==> src/rtl/imm_encoder_32bit_if.sv <==
// Streaming bus for imm_encoder_32bit: input beat handshake, output buffer head and error counter.
// The slave modport is the encoder side; master is the producer/consumer side.
interface imm_encoder_32bit_if;
  logic [2:0]  EXT_CNT;
  logic [31:0] IN_IMM;
  logic [24:0] IN_BASE;
  logic        IN_VALID;
  logic        IN_READY;
  logic [24:0] OUT_DATA;
  logic        OUT_ERR;
  logic        OUT_VALID;
  logic        OUT_READY;
  logic        CLR_ERR;
  logic [7:0]  ERR_CNT;

  modport master (
    output EXT_CNT, IN_IMM, IN_BASE, IN_VALID, OUT_READY, CLR_ERR,
    input  IN_READY, OUT_DATA, OUT_ERR, OUT_VALID, ERR_CNT
  );

  modport slave (
    input  EXT_CNT, IN_IMM, IN_BASE, IN_VALID, OUT_READY, CLR_ERR,
    output IN_READY, OUT_DATA, OUT_ERR, OUT_VALID, ERR_CNT
  );
endinterface

==> src/rtl/imm_encoder_32bit.sv <==
// RV32I immediate encoder: scatters IN_IMM into ins[31:7], buffered in a 2-entry FIFO.
// Define IMM_RANGE_CHECK_EN to flag immediates that do not fit their format.
module imm_encoder_32bit (
  input logic                 CLK,
  input logic                 RST,
  imm_encoder_32bit_if.slave  bus
);

  logic [24:0] enc_data;
  logic        enc_err;
  logic        range_ok;
  logic        beat_err;
  logic [31:0] imm;

  assign imm = bus.IN_IMM;

  always_comb begin
    enc_data = bus.IN_BASE;
    enc_err  = 1'b0;
    case (bus.EXT_CNT)
      3'b000, 3'b101: enc_data[24:13] = imm[11:0];
      3'b001: begin
        enc_data[24:18] = imm[11:5];
        enc_data[4:0]   = imm[4:0];
      end
      3'b010: begin
        enc_data[24]    = imm[12];
        enc_data[23:18] = imm[10:5];
        enc_data[4:1]   = imm[4:1];
        enc_data[0]     = imm[11];
      end
      3'b011: enc_data[24:5] = imm[31:12];
      3'b100: begin
        enc_data[24]    = imm[20];
        enc_data[23:18] = imm[10:5];
        enc_data[17:14] = imm[4:1];
        enc_data[13]    = imm[11];
        enc_data[12:5]  = imm[19:12];
      end
      default: enc_err = 1'b1;
    endcase
  end

`ifdef IMM_RANGE_CHECK_EN
  // Sign-extended formats need every bit above the top encoded bit to match it.
  always_comb begin
    range_ok = 1'b1;
    case (bus.EXT_CNT)
      3'b000, 3'b001: range_ok = (&imm[31:11]) | ~(|imm[31:11]);
      3'b010:         range_ok = ((&imm[31:12]) | ~(|imm[31:12])) & ~imm[0];
      3'b011:         range_ok = ~(|imm[11:0]);
      3'b100:         range_ok = ((&imm[31:20]) | ~(|imm[31:20])) & ~imm[0];
      3'b101:         range_ok = ~(|imm[31:12]);
      default:        range_ok = 1'b1;
    endcase
  end
`else
  assign range_ok = 1'b1;
`endif

  assign beat_err = enc_err | ~range_ok;

  // 2-entry FIFO, entries hold {err, data}
  logic [25:0] mem_q [2];
  logic        rd_ptr_q;
  logic        wr_ptr_q;
  logic [1:0]  count_q, count_d;
  logic [7:0]  err_cnt_q, err_cnt_d;
  logic        push;
  logic        pop;

  // Ready comes only from registered state, so a pop while full cannot admit a beat that cycle.
  assign bus.IN_READY  = (count_q != 2'd2) & ~RST;
  assign bus.OUT_VALID = (count_q != 2'd0);
  assign bus.OUT_DATA  = mem_q[rd_ptr_q][24:0];
  assign bus.OUT_ERR   = mem_q[rd_ptr_q][25];
  assign bus.ERR_CNT   = err_cnt_q;

  assign push = bus.IN_VALID & bus.IN_READY;
  assign pop  = bus.OUT_VALID & bus.OUT_READY;

  always_comb begin
    count_d = count_q;
    case ({push, pop})
      2'b10:   count_d = count_q + 2'd1;
      2'b01:   count_d = count_q - 2'd1;
      default: count_d = count_q;
    endcase
  end

  always_comb begin
    err_cnt_d = err_cnt_q;
    if (bus.CLR_ERR) begin
      err_cnt_d = 8'd0;
    end else if (push && beat_err && (err_cnt_q != 8'hFF)) begin
      err_cnt_d = err_cnt_q + 8'd1;
    end
  end

  always_ff @(posedge CLK or posedge RST) begin
    if (RST) begin
      mem_q[0]  <= '0;
      mem_q[1]  <= '0;
      rd_ptr_q  <= 1'b0;
      wr_ptr_q  <= 1'b0;
      count_q   <= 2'd0;
      err_cnt_q <= 8'd0;
    end else begin
      if (push) begin
        mem_q[wr_ptr_q] <= {beat_err, enc_data};
      end
      wr_ptr_q  <= wr_ptr_q ^ push;
      rd_ptr_q  <= rd_ptr_q ^ pop;
      count_q   <= count_d;
      err_cnt_q <= err_cnt_d;
    end
  end

endmodule

==> src/flat_wrapper.sv <==
// flat-port wrapper written by rule: the top's interface ports become plain ports
module imm_encoder_32bit_flat 
  (CLK, RST, bus_EXT_CNT, bus_IN_IMM, bus_IN_BASE, bus_IN_VALID, bus_OUT_READY, bus_CLR_ERR, bus_IN_READY, bus_OUT_DATA, bus_OUT_ERR, bus_OUT_VALID, bus_ERR_CNT);
  imm_encoder_32bit_if bus_i ();
  input logic CLK;
  input logic RST;
  input wire logic [$bits(bus_i.EXT_CNT)-1:0] bus_EXT_CNT;
  input wire logic [$bits(bus_i.IN_IMM)-1:0] bus_IN_IMM;
  input wire logic [$bits(bus_i.IN_BASE)-1:0] bus_IN_BASE;
  input wire logic [$bits(bus_i.IN_VALID)-1:0] bus_IN_VALID;
  input wire logic [$bits(bus_i.OUT_READY)-1:0] bus_OUT_READY;
  input wire logic [$bits(bus_i.CLR_ERR)-1:0] bus_CLR_ERR;
  output wire logic [$bits(bus_i.IN_READY)-1:0] bus_IN_READY;
  output wire logic [$bits(bus_i.OUT_DATA)-1:0] bus_OUT_DATA;
  output wire logic [$bits(bus_i.OUT_ERR)-1:0] bus_OUT_ERR;
  output wire logic [$bits(bus_i.OUT_VALID)-1:0] bus_OUT_VALID;
  output wire logic [$bits(bus_i.ERR_CNT)-1:0] bus_ERR_CNT;
  assign bus_i.EXT_CNT = bus_EXT_CNT;
  assign bus_i.IN_IMM = bus_IN_IMM;
  assign bus_i.IN_BASE = bus_IN_BASE;
  assign bus_i.IN_VALID = bus_IN_VALID;
  assign bus_i.OUT_READY = bus_OUT_READY;
  assign bus_i.CLR_ERR = bus_CLR_ERR;
  assign bus_IN_READY = bus_i.IN_READY;
  assign bus_OUT_DATA = bus_i.OUT_DATA;
  assign bus_OUT_ERR = bus_i.OUT_ERR;
  assign bus_OUT_VALID = bus_i.OUT_VALID;
  assign bus_ERR_CNT = bus_i.ERR_CNT;
  imm_encoder_32bit u_core (.CLK(CLK), .RST(RST), .bus(bus_i));
endmodule
==> config.mk <==
export PLATFORM = sky130hd
export DESIGN_NAME = imm_encoder_32bit_flat
export DESIGN_NICKNAME = d
export VERILOG_FILES = /design/src/rtl/imm_encoder_32bit_if.sv /design/src/rtl/imm_encoder_32bit.sv /design/src/flat_wrapper.sv
export SDC_FILE = /design/constraint.sdc
export NUM_CORES = 1
export LEC_CHECK = 0
export BUFFER_PORTS_ARGS = -buffer_cell sky130_fd_sc_hd__buf_4
export CAP_MARGIN = 25
export CORE_ASPECT_RATIO = 0.8
export CORE_MARGIN = 2
export CORE_UTILIZATION = 50
export DETAILED_ROUTE_END_ITERATION = 8
export PLACE_DENSITY = 0.78
export SYNTH_ARGS = -nofsm -noshare
export SYNTH_HDL_FRONTEND = slang
export SYNTH_SLANG_ARGS = --single-unit
==> constraint.sdc <==
create_clock -name CLK -period 2.57 [get_ports CLK]
set_clock_uncertainty 0.2 [all_clocks]
set_input_delay 0.1285 -clock CLK [delete_from_list [all_inputs] [get_ports CLK]]
set_output_delay 0.1285 -clock CLK [all_outputs]
set_load 0.005 [all_outputs]
==> flow_metrics.env <==
export IMPL_status="complete, no violations"
export IMPL_ys_top_cells_by_count="64 x dfrtp_1, 46 x mux2_2, 39 x a21oi_1"
export IMPL_cts_root_buf="clkbuf_8"
export IMPL_rows=26
export IMPL_async_flop_share_pct=100
export IMPL_synthAdderAreaFrac_pct=1.47
export IMPL_worstSetupStartpointType="input pin"
export IMPL_drv_cap=0
export IMPL_die_area_um2=7470
export IMPL_grt_max_degree=42
export IMPL_worst_slack_ns=0.196
export IMPL_place_gp_congestion=0.844
export IMPL_cts_setup_buffers=0
export IMPL_tritoncts="built"
export IMPL_worstSkewPairLatency_ns=0.34
export IMPL_p_leak_nw=2.15
export IMPL_dr_pass1_iters=4
export IMPL_grt_overflow=0
export IMPL_synth_xor_area_share_pct=1.29
export IMPL_synth_simple_gate_area_share_pct=11.1
export IMPL_tightestPinTransition_ns=0.675
export IMPL_crit_path_start="bus_EXT_CNT[2]"
export IMPL_drive_gt1_share_pct=36.6
export IMPL_whs_path_depth=5
export IMPL_maxSlewHeadroom_pct=54.9
export IMPL_yosysWarningCount=0
export IMPL_cts_made_buffers=9
export IMPL_wirelength_mm=8.63
export IMPL_die_x_um=96.1
export IMPL_grt_pass1_vias=2880
export IMPL_period_needed_ns=2.37
export IMPL_synth_cell_types=35
export IMPL_path_max_fanout=24
export IMPL_stdcell_area_um2=4770
export IMPL_yosysSeqAreaShare_pct=47.2
export IMPL_synthTopCellsByArea="dfrtp_1 47%, mux2_2 15%, a21oi_1 5.8%"
export IMPL_wl_per_cell_um=15.9
export IMPL_finalHoldViolCount=0
export IMPL_synth_fp_nets=397
export IMPL_reg2reg_slack_ns=0.35
export IMPL_die_height_um=77.7
export IMPL_holdWs_ns=0.0277
export IMPL_cp_required_ns=2.59
export IMPL_fmax_ghz=0.421
export IMPL_synthMuxAreaShare_pct=20.3
export IMPL_hold_path_end="u_core.mem_q[39]"
export IMPL_worstReg2RegEnd="u_core.bus.ERR_CNT[3]"
export IMPL_synthFlopType="dfrtp_1"
export IMPL_synth_top_cell_by_area="dfrtp_1"
export IMPL_setup_viol=0
export IMPL_htreeDepth=3
export IMPL_synth_most_common_cell="dfrtp_1"
export IMPL_track_usage_pct=24.1
export IMPL_start_util_pct=52.4
export IMPL_avgSynthCellArea_um2=10.3
export IMPL_syn_area_um2=3390
export IMPL_synthCells=328
export IMPL_final_setup_tns_ns=0
export IMPL_netlist_area_leader_share_pct=47.2
export IMPL_drtAntennaViolNets=0
export IMPL_rsz0062_at_grt="false"
export IMPL_port_buffer_count=100
export IMPL_critPathKind="input pin to flop"
export IMPL_synth_top_family_by_area="multiplexers"
export IMPL_vias=2949
export IMPL_ys_ff_latch=64
export IMPL_nNetsFinal=525
export IMPL_area_growth_synth_to_final_pct=40.7
export IMPL_antennaDiodeCount=0
export IMPL_place_ws_ns=0.364
export IMPL_drc=0
export IMPL_period_share_pct=92.4
export IMPL_p_total_mw=4.37
export IMPL_cts_sinks=64
export IMPL_grt_pass1_wl_mm=13.9
export IMPL_cts_max_path_buffers=2
export IMPL_r2r_start="u_core.count_q[1]"
export IMPL_cp_arrival_ns=2.39
export IMPL_hold_start="bus_IN_IMM[0]"
export IMPL_power_density_nw_per_um2=916
export IMPL_synth_compound_area_share_pct=14.6
export IMPL_endpoint_kind="flop"
export IMPL_reg2reg_depth=4
export IMPL_io_pins=101
export IMPL_initialDrtViolationCount=126
export IMPL_drv_slew=0
export IMPL_routed_via_density=5.43
export IMPL_grt_antenna_before_repair=0
export IMPL_dp_hpwl_mm=5.68
export IMPL_dpl_cell_area_um2=4230
export IMPL_core_um2=6470
export IMPL_vdd_drop_max_uv=584
export IMPL_hp_class="input pin to flop"
export IMPL_synth_edf_count=0
export IMPL_clkTransAtPathRegs_ns=0.07
[kinds of logic (layout without fill, tap and decap cells)]
| family | count (synthesis) | count (layout) |
|---|---|---|
| compound gates | 80 | 80 |
| xor+xnor | 5 | 5 |
| fa+ha+maj | 4 | 4 |
| buf+inv | 36 | 167 |
| flops | 64 | 64 |
| mux | 63 | 63 |
| simple gates | 76 | 76 |
[cell usage in the layout, fill, tap and decap left out, types with 2 or more instances in the layout]
cell type / count
buf_4: 103
dfrtp_1: 64
mux2_2: 46
a21oi_1: 39
dlygate4sd3_1: 36
nor2_1: 30
mux2i_1: 17
nand2_1: 14
a22o_1: 12
clkbuf_8: 12
inv_1: 10
o21ai_0: 9
nor2b_1: 8
a211oi_1: 6
nand3_1: 5
or4_1: 5
o31ai_1: 4
ha_1: 4
nand2b_1: 3
o22ai_1: 3
xnor2_1: 3
buf_12: 3
nand3b_1: 2
xor2_1: 2
or3_1: 2
and2_1: 2
o41ai_1: 2
a31oi_1: 2
clkbuf_1: 2
[worst max-delay path: stages]
cell           delay, ns
dlygate4sd3_1       0.53
buf_4               0.26
nand2b_1            0.14
o22ai_4             0.38
mux2i_1             0.25
dlygate4sd3_1       0.61
a21oi_1             0.08
[worst max path at each step]
stage	end	cells past startpoint	slack, ns
final	u_core.mem_q[33]	7	0.20
after global routing	u_core.bus.ERR_CNT[5]	6	0.06
after CTS	u_core.mem_q[9]	7	0.14
after detailed placement	u_core.bus.ERR_CNT[3]	4	0.36
after global placement	u_core.bus.ERR_CNT[7]	4	0.40
after floorplan	u_core.mem_q[10]	9	0.40
[timing repair]
item	4_1_cts	5_1_grt
hold buffers	36	0
endpoints found under the setup margin	0	8
resized for setup	0	1
hold endpoints to repair	80	0
[registers in the layout (all words and copies together), names as in the netlist]
name                count
u_core.bus.ERR_CNT      8
u_core.count_q          2
u_core.mem_q           52
u_core.rd_ptr_q         1
u_core.wr_ptr_q         1
[layer usage]
layer / vias to the layer above / part of all wire [%] / global-route usage (%)
li1: 1426 / - / -
met1: 1424 / 44 / 31.2
met2: 83 / 49 / 38.1
met3: 16 / 6.2 / 8.64
met4: 0 / 1.6 / 6.43
met5: - / 0 / 0
[stage by stage]
stage                     std cells  utilization [%]
after floorplan                 328                -
after global placement          493             65.4
after detailed placement        493             65.4
after CTS                       543             73.6
after global routing            543             73.8
final                           543             73.8
[where the power goes]
| part | switching, mW | internal [mW] |
|---|---|---|
| registers | 0.224 | 1.45 |
| logic | 0.795 | 1.13 |
| clock network | 0.360 | 0.420 |
[cell type report]
type / count / area [um^2]
Fill cell: 454 / 1700
Multi-Input combinational cell: 228 / 1660
Clock buffer: 14 / 173
Inverter: 11 / 41.3
Sequential cell: 64 / 1600
Timing Repair Buffer: 142 / 1190
Tap cell: 84 / 105
(Power assumes the default switching activity.)
